### config.mk
export PLATFORM = sky130hd
export DESIGN_NAME = scaler_read_arbiter
export DESIGN_NICKNAME = d
export VERILOG_FILES = /design/src/rtl/scaler_arb_pkg.sv /design/src/rtl/scaler_read_port.sv /design/src/rtl/scaler_read_arbiter.sv
export SDC_FILE = /design/constraint.sdc
export NUM_CORES = 1
export LEC_CHECK = 0
export BUFFER_PORTS_ARGS = -buffer_cell sky130_fd_sc_hd__buf_2
export CAP_MARGIN = 5
export CORE_MARGIN = 4
export CORE_UTILIZATION = 45
export CTS_BUF_LIST = sky130_fd_sc_hd__clkbuf_8
export DETAILED_ROUTE_END_ITERATION = 16
export PLACE_DENSITY = 0.66
export SYNTH_ARGS = -nofsm -noshare
export SYNTH_HDL_FRONTEND = slang
export SYNTH_HIERARCHICAL = 1
export SYNTH_SLANG_ARGS = --single-unit
### constraint.sdc
create_clock -name clk -period 6.9 [get_ports clk]
set_input_delay 0.345 -clock clk [delete_from_list [all_inputs] [get_ports clk]]
set_output_delay 0.345 -clock clk [all_outputs]
set_load 0.03 [all_outputs]
### src/rtl/scaler_arb_pkg.sv
`default_nettype none
// ============================================================================
// Module   : scaler_arb_pkg
// Brief    : Shared types and constants for the scaler channel-read arbiter.
// Revision : 1.0 - initial release
// ============================================================================
package scaler_arb_pkg;

  localparam int HALF_W = 14;
  localparam int FULL_W = 2 * HALF_W;

  localparam logic REQ_CPU = 1'b0;
  localparam logic REQ_DNL = 1'b1;

  typedef enum logic [2:0] {
    IDLE = 3'd0,
    ARB  = 3'd1,
    HI1  = 3'd2,
    LO1  = 3'd3,
    HI2  = 3'd4,
    LO2  = 3'd5,
    DONE = 3'd6
  } state_t;

  typedef enum logic {
    HALF_HI = 1'b0,
    HALF_LO = 1'b1
  } half_t;

endpackage
`default_nettype wire

### src/rtl/scaler_read_port.sv
`default_nettype none
// ============================================================================
// Module   : scaler_read_port
// Brief    : Drives one active-low half-read strobe for STROBE_CYCLES cycles
//            and flags the last strobe cycle, when the bus is sampled.
// Revision : 1.0 - initial release
// ============================================================================
module scaler_read_port #(
  parameter int STROBE_CYCLES = 2,
  parameter int HALF_W        = 14
) (
  input  logic                  clk,
  input  logic                  rst_n,
  input  logic                  i_start,
  input  scaler_arb_pkg::half_t i_sel,
  input  logic [HALF_W-1:0]     i_chat,
  input  logic [HALF_W-1:0]     i_chbt,
  output logic                  o_rchat_n,
  output logic                  o_rchbt_n,
  output logic [HALF_W-1:0]     o_data,
  output logic                  o_done
);
  import scaler_arb_pkg::*;

  localparam logic [3:0] c_last_cnt = 4'(STROBE_CYCLES - 1);

  logic       r_active;
  logic [3:0] r_cnt;
  half_t      r_sel;
  logic       r_strb_hi_n;
  logic       r_strb_lo_n;

  // The caller never restarts before one idle cycle has passed, which gives the gap.
  always_ff @(posedge clk or negedge rst_n) begin
    if (!rst_n) begin
      r_active    <= 1'b0;
      r_cnt       <= 4'd0;
      r_sel       <= HALF_HI;
      r_strb_hi_n <= 1'b1;
      r_strb_lo_n <= 1'b1;
    end else if (i_start) begin
      r_active    <= 1'b1;
      r_cnt       <= 4'd0;
      r_sel       <= i_sel;
      r_strb_hi_n <= (i_sel != HALF_HI);
      r_strb_lo_n <= (i_sel != HALF_LO);
    end else if (r_active) begin
      if (r_cnt == c_last_cnt) begin
        r_active    <= 1'b0;
        r_strb_hi_n <= 1'b1;
        r_strb_lo_n <= 1'b1;
      end else begin
        r_cnt <= r_cnt + 4'd1;
      end
    end
  end

  assign o_done    = r_active && (r_cnt == c_last_cnt);
  assign o_data    = (r_sel == HALF_LO) ? i_chbt : i_chat;
  assign o_rchat_n = r_strb_hi_n;
  assign o_rchbt_n = r_strb_lo_n;

endmodule
`default_nettype wire

### src/rtl/scaler_read_arbiter.sv
`default_nettype none
// ============================================================================
// Module   : scaler_read_arbiter
// Brief    : Shares the scaler channel-read port between CPU and downlink and
//            returns a carry-coherent 28-bit snapshot.
//            SCALER_ARB_RR_EN selects round-robin instead of fixed priority.
// Revision : 1.0 - initial release
// ============================================================================
module scaler_read_arbiter #(
  parameter int STROBE_CYCLES = 2,
  parameter int HALF_W        = 14
) (
  input  logic                  clk,
  input  logic                  rst_,
  input  logic [1:0]            REQ,
  output logic [1:0]            GNT,
  output logic [1:0]            ACK,
  output logic [2*HALF_W-1:0]   DATA,
  output logic                  RCHAT_,
  output logic                  RCHBT_,
  input  logic [HALF_W-1:0]     CHAT,
  input  logic [HALF_W-1:0]     CHBT,
  output logic [7:0]            RETRIES
);
  import scaler_arb_pkg::*;

  state_t                r_state;
  logic [1:0]            r_req_q;
  logic [1:0]            r_gnt;
  logic [1:0]            r_ack;
  logic [2*HALF_W-1:0]   r_data;
  logic [7:0]            r_retries;
  logic [HALF_W-1:0]     r_h1;
  logic [HALF_W-1:0]     r_l1;
  logic [HALF_W-1:0]     r_h2;
  logic                  r_start;
`ifdef SCALER_ARB_RR_EN
  logic                  r_last;
`endif

  logic                  w_winner;
  logic [1:0]            w_gnt_oh;
  half_t                 w_start_sel;
  logic [HALF_W-1:0]     w_rd_data;
  logic                  w_rd_done;

  always_comb begin
    w_winner = REQ_CPU;
    if (r_req_q[REQ_DNL] && !r_req_q[REQ_CPU]) begin
      w_winner = REQ_DNL;
    end
`ifdef SCALER_ARB_RR_EN
    if (r_req_q[REQ_DNL] && r_req_q[REQ_CPU] && (r_last == REQ_CPU)) begin
      w_winner = REQ_DNL;
    end
`endif
  end

  assign w_gnt_oh = (w_winner == REQ_DNL) ? 2'b10 : 2'b01;

  // Start is issued one cycle ahead of the strobe, so the select follows the upcoming read.
  assign w_start_sel = ((r_state == LO1) || (r_state == LO2)) ? HALF_LO : HALF_HI;

  scaler_read_port #(
    .STROBE_CYCLES (STROBE_CYCLES),
    .HALF_W        (HALF_W)
  ) u_read_port (
    .clk       (clk),
    .rst_n     (rst_),
    .i_start   (r_start),
    .i_sel     (w_start_sel),
    .i_chat    (CHAT),
    .i_chbt    (CHBT),
    .o_rchat_n (RCHAT_),
    .o_rchbt_n (RCHBT_),
    .o_data    (w_rd_data),
    .o_done    (w_rd_done)
  );

  always_ff @(posedge clk or negedge rst_) begin
    if (!rst_) begin
      r_state   <= IDLE;
      r_req_q   <= 2'b00;
      r_gnt     <= 2'b00;
      r_ack     <= 2'b00;
      r_data    <= '0;
      r_retries <= 8'd0;
      r_h1      <= '0;
      r_l1      <= '0;
      r_h2      <= '0;
      r_start   <= 1'b0;
`ifdef SCALER_ARB_RR_EN
      r_last    <= REQ_DNL;
`endif
    end else begin
      r_ack   <= 2'b00;
      r_start <= 1'b0;
      case (r_state)
        IDLE: begin
          if (|REQ) begin
            r_req_q <= REQ;
            r_start <= 1'b1;
            r_state <= ARB;
          end
        end
        ARB: begin
          r_gnt   <= w_gnt_oh;
`ifdef SCALER_ARB_RR_EN
          r_last  <= w_winner;
`endif
          r_state <= HI1;
        end
        HI1: begin
          if (w_rd_done) begin
            r_h1    <= w_rd_data;
            r_start <= 1'b1;
            r_state <= LO1;
          end
        end
        LO1: begin
          if (w_rd_done) begin
            r_l1    <= w_rd_data;
            r_start <= 1'b1;
            r_state <= HI2;
          end
        end
        HI2: begin
          if (w_rd_done) begin
            if (w_rd_data == r_h1) begin
              r_data  <= {r_h1, r_l1};
              r_ack   <= r_gnt;
              r_state <= DONE;
            end else begin
              // The low half carried into the high half between reads; re-read low.
              r_h2    <= w_rd_data;
              r_start <= 1'b1;
              if (r_retries != 8'hFF) begin
                r_retries <= r_retries + 8'd1;
              end
              r_state <= LO2;
            end
          end
        end
        LO2: begin
          if (w_rd_done) begin
            r_data  <= {r_h2, w_rd_data};
            r_ack   <= r_gnt;
            r_state <= DONE;
          end
        end
        DONE: begin
          r_gnt   <= 2'b00;
          r_state <= IDLE;
        end
        default: r_state <= IDLE;
      endcase
    end
  end

  assign GNT     = r_gnt;
  assign ACK     = r_ack;
  assign DATA    = r_data;
  assign RETRIES = r_retries;

endmodule
`default_nettype wire

==> results.ini, run 1 <==
[status]
status=completed

[pwr]
peakVddDrop_mv=0.07639
powerDensity_nw_per_um2=181.1
p_leak_uw=0.002580

[grt]
grt_antenna_before_repair=0
grt_overflow=0
grt_pass1_vias=2987
grt_max_degree=51
grt.total_usage=0.1654
grt_pass1_wl_mm=15.05

[route]
viasPerCell=5.183
vias=2887
wl_mm=9.084
first_pass_iters=6
wl_per_cell_microns=16.31
drtIter0Drc=113
ant_nets=0
drc_errors=0

[worst_setup_path]
crit_path_end_kind=flop
r2r_end=r_h2[2]$_DFFE_PN0P_
r2r_start=u_read_port/r_sel$_DFFE_PN0P_
start_kind=flop
worstPathRequired_ns=7.15
crit_top_cell=mux2_2
crit_chain=mux2_2, xnor2_1, nand4_1, nor4_2, buf_4, nand2b_1, mux2_2
startpoint=u_read_port/r_sel$_DFFE_PN0P_
reg2reg_depth=7
cp_top_family=simple AND/OR/NAND/NOR gates
arrival_ns=3.65
crit_fanout=17
cpPeakStageDelay_ns=0.87
critPathKind=flop to flop
crit_slowest_cell=dfrtp_1
rrSetupSlack_ns=3.50
worst-path-buf-inv=1

[clock_network]
cts_buffers=9
cts_tree=done
path_clk_slew_ns=0.10
root_buffer=clkbuf_8
hold_buffers=1
cts_setup_buffers=0
cts_sinks=96
h-tree-depth=3
cts_resized=0
clock_path_buffers=2
clkLatencyLatePin_ns=0.37

[floorplanning]
initial_core_util=0.4654
die_x_microns=109
ios=74
die_h_microns=109
die-area_sq_um=11880
rows=36
coreArea_sq_um=9864

[logic_synthesis]
yosys.area.top_type=dfrtp_1
synth.avg_cell_area_sq_um=13.23
synth_ff_type=dfrtp_1
syn_nets=382
syn_inst=347
ys_seq_elements=96
yosys-top-cells-area=dfrtp_1 51%, mux2_2 21%, mux2_1 6.9%
yosysUniqueCellTypes=45
yosys_warnings=6
ys_seq_area_frac=0.5238
netlist_top_cells_count=94 x dfrtp_1, 87 x mux2_2, 28 x mux2_1, 20 x nand2_1, 15 x xnor2_1
synth_edf_count=0
synthArstFlopShare=1.000
netlist_area_sq_um=4591
synth_most_common_cell=dfrtp_1
synth_top_area_frac=0.5124

[sta]
final.min_clock_period_ns=3.401
maxSlewHeadroom=0.3094
hold_violations=0
fin_skew_ns=0.02049
period_share=0.4929
slew_violations=0
rsz0062_at_grt=false
fin_setup_tns_ns=0
final-setup-viol-count=0
setup_ws_ns=3.499
fmax_ghz=0.2940
tightest_slew_ns=1.033

[placement]
place_ws_ns=3.482
portBuffers=73
place_hpwl_mm=6.301
gp_congestion=0.8466

[final_layout]
drive_gt1_frac=0.4434
num-fill-cells=854
syn_to_final_growth_pct=13.49
nets=454
num_antenna_cells=0
multi_input_area_sq_um=2039
regArea_sq_um=2405

[hold_path]
min_path_type=input pin to flop
hold_depth=3
hold_path.startpoint=REQ[0]
worstHoldEndpoint=r_req_q[0]$_DFFE_PN0P_

[flow_run]
cap_violations=0

## stage by stage
step / total power (uW) / utilization / cell area [sq um] / std cells / hold slack, ns
after floorplan: 597.4 / - / 4591 / 347 / 0.04941
after global placement: 622.6 / 0.5096 / 5027 / 540 / 0.3900
after detailed placement: 623.2 / 0.5096 / 5027 / 540 / 0.3950
after CTS: 956.8 / 0.5282 / 5210 / 557 / 0.2234
after global routing: 986.6 / 0.5282 / 5210 / 557 / 0.2431
final: 943.8 / 0.5282 / 5210 / 557 / 0.2426
## worst min-delay path, delay by kind of cell
| kind | cells | cell delay, ns |
|---|---|---|
| and+or+nand+nor | 2 | 0.12 |
| buffers and inverters | 1 | 0.10 |
## power by group
| part | switching (uW) | total (uW) | internal (uW) |
|---|---|---|---|
| Combinational | 24.0 | 43.3 | 19.3 |
| Clock | 194 | 332 | 138 |
| Sequential | 1.73 | 568 | 566 |
| Total | 220 | 944 | 724 |
## area by class of cell
| type | count | area share |
|---|---|---|
| tap | 133 | 0.03194 |
| inverter | 5 | 0.003602 |
| clock buffer | 10 | 0.02642 |
| clock inverter | 6 | 0.006724 |
| multi-input combinational | 229 | 0.3915 |
| sequential | 96 | 0.4616 |
| timing repair buffer | 78 | 0.07829 |
## cells by family (layout without fill, tap and decap cells)
logic type | count (synthesis) | in the layout | synth area share
and+or+nand+nor | 70 | 70 | 0.08149
adders and majority gates | 3 | 3 | 0.008177
xor gates and xnor gates | 19 | 19 | 0.03625
DFF | 96 | 96 | 0.5238
muxes | 117 | 117 | 0.2886
buffers and inverters | 22 | 99 | 0.03189
AOI/OAI and AO/OA | 20 | 20 | 0.02971
## layout by cell type, fill, tap and decap left out, types with 2 or more instances in the layout
| master | Yosys | routed |
|---|---|---|
| buf_2 | 7 | 72 |
| mux2_2 | 87 | 87 |
| xor2_1 | 4 | 4 |
| dfrtp_1 | 94 | 94 |
| nor2b_1 | 2 | 2 |
| a21boi_0 | 2 | 2 |
| buf_4 | 4 | 5 |
| nor3_1 | 6 | 6 |
| nand3b_1 | 2 | 2 |
| clkbuf_8 | 0 | 10 |
| nand4_1 | 6 | 6 |
| inv_1 | 5 | 5 |
| nand2_1 | 20 | 20 |
| ha_1 | 3 | 3 |
| mux2_1 | 28 | 28 |
| xnor2_1 | 15 | 15 |
| nor4_1 | 3 | 3 |
| mux2_4 | 2 | 2 |
| clkinvlp_4 | 0 | 2 |
| nor3b_1 | 2 | 2 |
| a21oi_1 | 4 | 4 |
| clkinv_2 | 0 | 4 |
| and3_1 | 2 | 2 |
| and2_1 | 3 | 3 |
| nand2b_1 | 2 | 2 |
| dfstp_2 | 2 | 2 |
| nand3_1 | 4 | 4 |
| o21ai_0 | 5 | 5 |
| nor2_1 | 11 | 11 |
## sequential cells by signal, summed over array words and instances, names as in the netlist
register	count
u_read_port/r_sel	1
r_l1	14
RETRIES	8
r_h2	14
u_read_port/r_active	1
GNT	2
r_state	3
ACK	2
r_start	1
u_read_port/r_cnt	4
r_req_q	2
u_read_port/o_rchat_n	1
r_h1	14
u_read_port/o_rchbt_n	1
DATA	28
## worst max path at each step
stage,endpoint,slack [ns],cells after the start
after floorplan,DATA[18]$_DFFE_PN0P_,4.45,10
after global placement,r_h2[12]$_DFFE_PN0P_,3.56,7
after detailed placement,r_h2[13]$_DFFE_PN0P_,3.48,7
after CTS,r_h2[13]$_DFFE_PN0P_,3.45,7
after global routing,r_h2[5]$_DFFE_PN0P_,3.29,7
final,r_h2[2]$_DFFE_PN0P_,3.50,7
## layer usage
metal  global-route usage  up-vias  wire length, microns
met5                    0        -                     0
met4              0.06492        0                   150
met3              0.03316       12                   387
met2               0.2588       61                  4277
met1               0.2265     1432                  4270
li1                     -     1382                     -
Power figures use the tool's default switching activity.
==> run 2, diff against run 1 <==
==> constraint.sdc (replaced) <==
create_clock -name clk -period 3.4 [get_ports clk]
set_input_delay 0.17 -clock clk [delete_from_list [all_inputs] [get_ports clk]]
set_output_delay 0.17 -clock clk [all_outputs]
set_load 0.03 [all_outputs]
==> run 2 against run 1 <==
Against the previous run:
- register-to-register slack worse by 2.9 ns
- clock power up 110%
- die area unchanged
- total power up 100%
==> results.ini, run 2 (synthesized netlist as in run 1, its figures left out) <==
[pwr]
seq_power_share=0.597  ; -0.005
pwr-share-clk=0.357  ; +0.005
p_leak_uw=0.002609  ; +1.2%
p_comb_frac=0.046  ; about the same
powerDensity_nw_per_um2=367.1  ; +100%
p_sw_uw=439.2  ; +100%
peakVddDrop_mv=0.2460  ; +220%
total_power_uw=1932  ; +100%
p_sw_frac=0.2273  ; -0.005634
p_int_uw=1493  ; +110%

[worst_setup_path]
crit_top_cell=mux2_2
crit_path_end_kind=flop
crit_chain=buf_12, mux2_2, xnor2_1, nand4_1, nor4_2, nand2b_1, buf_4, mux2_2
critPathKind=flop to flop
crit_fanout=14  ; -3
arrival_ns=3.08  ; -0.57 ns
start_kind=flop
startpoint=u_read_port/r_sel$_DFFE_PN0P_
worstPathRequired_ns=3.64  ; -3.51 ns
worst-path-buf-inv=2  ; +1
cpPeakStageDelay_ns=0.49  ; -0.38 ns
r2r_start=u_read_port/r_sel$_DFFE_PN0P_
crit_slowest_cell=dfrtp_1
cp_top_family=simple AND/OR/NAND/NOR gates

[final_layout]
nets=458  ; +0.88%
layout_common_cells=94 x dfrtp_1, 87 x mux2_2, 72 x buf_2
syn_to_final_growth_pct=14.64
drive_gt1_frac=0.4486  ; +0.005202
layout_commonest_cell=dfrtp_1
final_cells=561  ; +0.72%
fin_util=0.5335  ; +0.005328
largest_register_ffs=28  ; unchanged
post-route-cell-area_sq_um=5263  ; +1.0%
num_antenna_cells=0  ; unchanged

[clock_network]
h-tree-depth=3  ; unchanged
path_clk_slew_ns=0.09  ; about the same
root_buffer=clkbuf_8
cts_buffers=9  ; unchanged
clkLatencyLatePin_ns=0.35  ; -0.02 ns
clock_path_buffers=2  ; unchanged
cts_sinks=96  ; unchanged
cts_resized=0  ; unchanged
cts_tree=done
hold_buffers=1  ; unchanged
cts_setup_buffers=0  ; unchanged

[grt]
grt_antenna_before_repair=0  ; unchanged
grt_max_degree=43  ; -16%
grt.total_usage=0.1626  ; -0.002782
met3_usage=0.04322  ; +0.01007
grt_overflow=0  ; unchanged
grt_pass1_vias=3013  ; +0.87%
grt_use_met1=0.2207  ; -0.005758
grt_pass1_wl_mm=15.03  ; -0.13%
top_usage_layer=met2
grt.met2_usage=0.2654  ; +0.006579

[placement]
place_inst=544  ; +0.74%
gp_congestion=0.7947  ; -6.1%
place_hpwl_mm=6.545  ; +3.9%
portBuffers=73  ; unchanged
place_area_sq_um=5070  ; +0.85%

[sta]
final-setup-viol-count=0  ; unchanged
hold_violations=0  ; unchanged
final.min_clock_period_ns=2.838  ; -0.5631 ns
period_share=0.8348  ; +0.3418
rsz0062_at_grt=false
tightest_slew_ns=0.9630  ; -0.06983 ns
fmax_ghz=0.3523  ; +20%
slew_violations=0  ; unchanged
fin_skew_ns=0.007289  ; -0.01321 ns
fin_setup_tns_ns=0  ; unchanged
maxSlewHeadroom=0.3561  ; +0.04669

[floorplanning]
die_h_microns=109  ; unchanged
coreArea_sq_um=9864  ; unchanged
initial_core_util=0.4654  ; unchanged
die-area_sq_um=11880  ; unchanged
die_x_microns=109  ; unchanged
ios=74  ; unchanged
rows=36  ; unchanged

[route]
vias=2904  ; +0.59%
wl_per_cell_microns=16.30  ; about the same
viasPerCell=5.176  ; -0.13%
first_pass_iters=4  ; -2
drtIter0Drc=78  ; -31%
ant_nets=0  ; unchanged
wl_mm=9.143  ; +0.65%
drc_errors=0  ; unchanged

[hold_path]
hold_path.startpoint=REQ[0]
min_path_type=input pin to flop

[status]
status=completed

[flow_run]
cap_violations=0  ; unchanged

run 2: cell types whose count changed in the layout (fill, tap and decap cells not counted), sizes merged:
cell,change
buf,+4
clkbuf,+1
clkinvlp,-1
run 2: routing by layer:
layer / wire, microns / vias up
met1: 4253 / 1438
li1: - / 1391
met2: 4397 / 68
met5: 0 / -
met3: 424 / 7
met4: 67 / 0
run 2: tightest hold or removal path, delay by kind of cell:
kind	cells	cell delay (ns)
and+or+nand+nor	2	0.11
buffers and inverters	1	0.10
run 2: metrics by stage:
stage,hold WS (ns),setup slack (ns)
global placement,0.1193,0.6672
detailed placement,0.1253,0.5456
finish,0.05405,0.5618
CTS,0.04474,0.5449
floorplan,-0.1256,0.9529
global route,0.04567,0.3824
run 2: cell type report:
type | instances | area, sq um
fillers | 874 | 4602
flip-flops and latches | 96 | 2405
multi-input cells | 229 | 2039
repair buffers | 82 | 450.4
well taps | 133 | 166.4
clock buffers | 11 | 151.4
clock inverters | 5 | 31.28
inverters | 5 | 18.77
run 2: power by group through the flow:
| stage | sequential [uW] | clock, uW | combinational, uW |
|---|---|---|---|
| finish | 1150 | 689 | 89.3 |
| global route | 1150 | 757 | 102 |
| floorplan | 1170 | 0 | 37.8 |
| detailed placement | 1180 | 0 | 91.4 |
| CTS | 1150 | 712 | 92.6 |
| global placement | 1170 | 0 | 89.8 |
run 2: final timing paths:
path | slack (ns) | cells past startpoint | to
worst max-delay path | 0.56 | 8 | r_h2[3]$_DFFE_PN0P_
worst min-delay path | 0.05 | 3 | r_req_q[0]$_DFFE_PN0P_
worst min register to register | 0.49 | 1 | DATA[7]$_DFFE_PN0P_
worst max register to register | 0.56 | 8 | r_h2[3]$_DFFE_PN0P_
min in group asynchronous | 0.27 | 2 | DATA[2]$_DFFE_PN0P_
max in group asynchronous | 2.26 | 3 | u_read_port/o_rchbt_n$_DFFE_PN1P_
==> run 3, diff against run 2 <==
==> constraint.sdc (replaced) <==
create_clock -name clk -period 2.8 [get_ports clk]
set_input_delay 0.14 -clock clk [delete_from_list [all_inputs] [get_ports clk]]
set_output_delay 0.14 -clock clk [all_outputs]
set_load 0.03 [all_outputs]
==> run 3 against run 2 <==
Against the previous run:
- register-to-register slack got worse by 0.36 ns
- count of clock-buffer cells in the layout decreased by 2
- combinational power increased by 21%
- critical path depth unchanged
- sequential power increased by 22%
- core utilization increased by 1.2 points
- fmax increased by 9.4%
- sequential share of layout area decreased by 1.0 points
- global-route usage increased by 0.54 points
- hold slack got worse by 0.031 ns
==> results.ini, run 3 (synthesized netlist as in run 1, its figures left out) <==
[clock_network]
root_buffer=clkbuf_8
path_clk_slew_ns=0.09  ; about the same
cts_sinks=96  ; unchanged
clkLatencyLatePin_ns=0.37  ; +0.02 ns
cts_buffers=9  ; unchanged
cts_tree=done
h-tree-depth=3  ; unchanged
clock_path_buffers=2  ; unchanged
cts_setup_buffers=0  ; unchanged

[worst_setup_path]
crit_slowest_cell=mux2_2
cp.depth=8  ; unchanged
crit_path_end_kind=flop
crit_fanout=15  ; +1
rrSetupSlack_ns=0.20  ; -0.36 ns
cpPeakStageDelay_ns=0.41  ; -0.08 ns
worstPathRequired_ns=3.05  ; -0.59 ns
start_kind=flop
crit_chain=buf_12, mux2_2, xnor2_1, nand4_1, nor4_2, nand2b_2, buf_4, mux2_2
critPathKind=flop to flop
reg2reg_depth=8  ; unchanged
arrival_ns=2.85  ; -0.23 ns
cp_top_family=simple AND/OR/NAND/NOR gates
crit_top_cell=mux2_2
worst-path-buf-inv=2  ; unchanged

[pwr]
p_leak_uw=0.002665  ; +2.1%
pwr-share-clk=0.414  ; +0.057
seq_power_share=0.544  ; -0.053
powerDensity_nw_per_um2=478.2  ; +30%
peakVddDrop_mv=0.2894  ; +18%
p_sw_uw=541.2  ; +23%
p_comb_frac=0.042  ; -0.004
p_int_uw=2032  ; +36%
p_sw_frac=0.2104  ; -0.01699

[route]
ant_nets=0  ; unchanged
vias=2881  ; -0.79%
viasPerCell=5.090  ; -1.7%
drc_errors=0  ; unchanged
first_pass_iters=4  ; unchanged
drtIter0Drc=119  ; +53%
wl_mm=9.030  ; -1.2%
wl_per_cell_microns=15.95  ; -2.1%

[sta]
slew_violations=0  ; unchanged
fin_skew_ns=0.01070  ; +0.003409 ns
final.min_clock_period_ns=2.595  ; -0.2428 ns
rsz0062_at_grt=false
whs_ns=0.02310  ; -0.03095 ns
hold_violations=0  ; unchanged
fmax_ghz=0.3853  ; +9.4%
period_share=0.9270  ; +0.09218
tightest_slew_ns=0.8171  ; -0.1460 ns
fin_setup_tns_ns=0  ; unchanged
maxSlewHeadroom=0.4553  ; +0.09924
final-setup-viol-count=0  ; unchanged

[final_layout]
nets=463  ; +1.1%
num_antenna_cells=0  ; unchanged
syn_to_final_growth_pct=17.20
layout_common_cells=94 x dfrtp_1, 87 x mux2_2, 72 x buf_2
largest_register_ffs=28  ; unchanged
drive_gt1_frac=0.4550  ; +0.006367
layout_commonest_cell=dfrtp_1

[floorplanning]
die-area_sq_um=11880  ; unchanged
die_x_microns=109  ; unchanged
initial_core_util=0.4654  ; unchanged
die_h_microns=109  ; unchanged
rows=36  ; unchanged
coreArea_sq_um=9864  ; unchanged
ios=74  ; unchanged

[placement]
portBuffers=73  ; unchanged
gp_congestion=0.8479  ; +6.7%
place_hpwl_mm=6.438  ; -1.6%

[grt]
grt_pass1_vias=2977  ; -1.2%
grt_max_degree=64  ; +49%
grt_pass1_wl_mm=15.23  ; +1.3%
grt.total_usage=0.1681  ; +0.005439
grt_antenna_before_repair=0  ; unchanged
grt_overflow=0  ; unchanged

[flow_run]
cap_violations=0  ; unchanged

[status]
status=completed

[hold_path]
hold_depth=3  ; unchanged
min_path_type=input pin to flop

## run 3: cell count changes in the layout (fill, tap and decap cells not counted)
cell	change
buf_4	+3
bufinv_16	+3
buf_12	+2
clkbuf_8	-2
clkinv_2	-1
clkinv_4	-1
inv_1	+1
nand2b_1	-1
nand2b_2	+1
## run 3: worst reg2reg max path: cells and delay by family, from the launching register on
kind | cells | cell delay (ns)
xor+xnor | 1 | 0.20
buf+inv | 2 | 0.33
mux | 2 | 0.74
flops | 1 | 0.38
simple gates | 3 | 0.82
## run 3: timing repair
action | in CTS | in global routing
resized for setup | 0 | 1
hold buffers | 1 | 0
setup endpoints to repair | 0 | 14
hold endpoints to repair | 62 | 0
## run 3: final timing paths
| path | startpoint | to |
|---|---|---|
| min in group asynchronous | rst_ | DATA[2]$_DFFE_PN0P_ |
| worst min register to register | DATA[6]$_DFFE_PN0P_ | DATA[6]$_DFFE_PN0P_ |
| worst max-delay path | u_read_port/r_sel$_DFFE_PN0P_ | r_h2[11]$_DFFE_PN0P_ |
| worst max register to register | u_read_port/r_sel$_DFFE_PN0P_ | r_h2[11]$_DFFE_PN0P_ |
| worst min-delay path | REQ[0] | r_req_q[0]$_DFFE_PN0P_ |
| max in group asynchronous | rst_ | u_read_port/o_rchat_n$_DFFE_PN1P_ |
## run 3: per-stage QoR
stage	cells	instance area [sq um]	util	setup slack [ns]	power (uW)
2_1_floorplan	347	4591	-	0.3529	1472
3_3_place_gp	549	5132	0.5203	0.1605	1536
3_5_place_dp	549	5132	0.5203	0.1320	1537
4_1_cts	566	5378	0.5452	0.1099	2603
5_1_grt	566	5380	0.5454	0.004119	2686
6_report	566	5380	0.5454	0.2045	2573
## run 3: power by group through the flow
| stage | clock [uW] | combinational (uW) | sequential, uW |
|---|---|---|---|
| 2_1_floorplan | 0 | 45.9 | 1430 |
| 3_3_place_gp | 0 | 109 | 1430 |
| 3_5_place_dp | 0 | 110 | 1430 |
| 4_1_cts | 1090 | 112 | 1400 |
| 5_1_grt | 1160 | 123 | 1400 |
| 6_report | 1070 | 108 | 1400 |
## run 3: cell type report
| type | instances | area, sq um |
|---|---|---|
| fill | 835 | 4484 |
| sequential | 96 | 2405 |
| multi-input combinational | 229 | 2042 |
| timing repair buffer | 87 | 513.0 |
| tap | 133 | 166.4 |
| clock buffer | 9 | 123.9 |
| clock inverter | 7 | 111.4 |
| inverter | 5 | 18.77 |
## run 3: metal layers
layer  wire (microns)  up-vias  global-route usage
met2             4148       50              0.2500
met3              343       12             0.03612
met5                0        -                   0
met1             4409     1421              0.2424
met4              129        0             0.06041
li1                 -     1398                   -
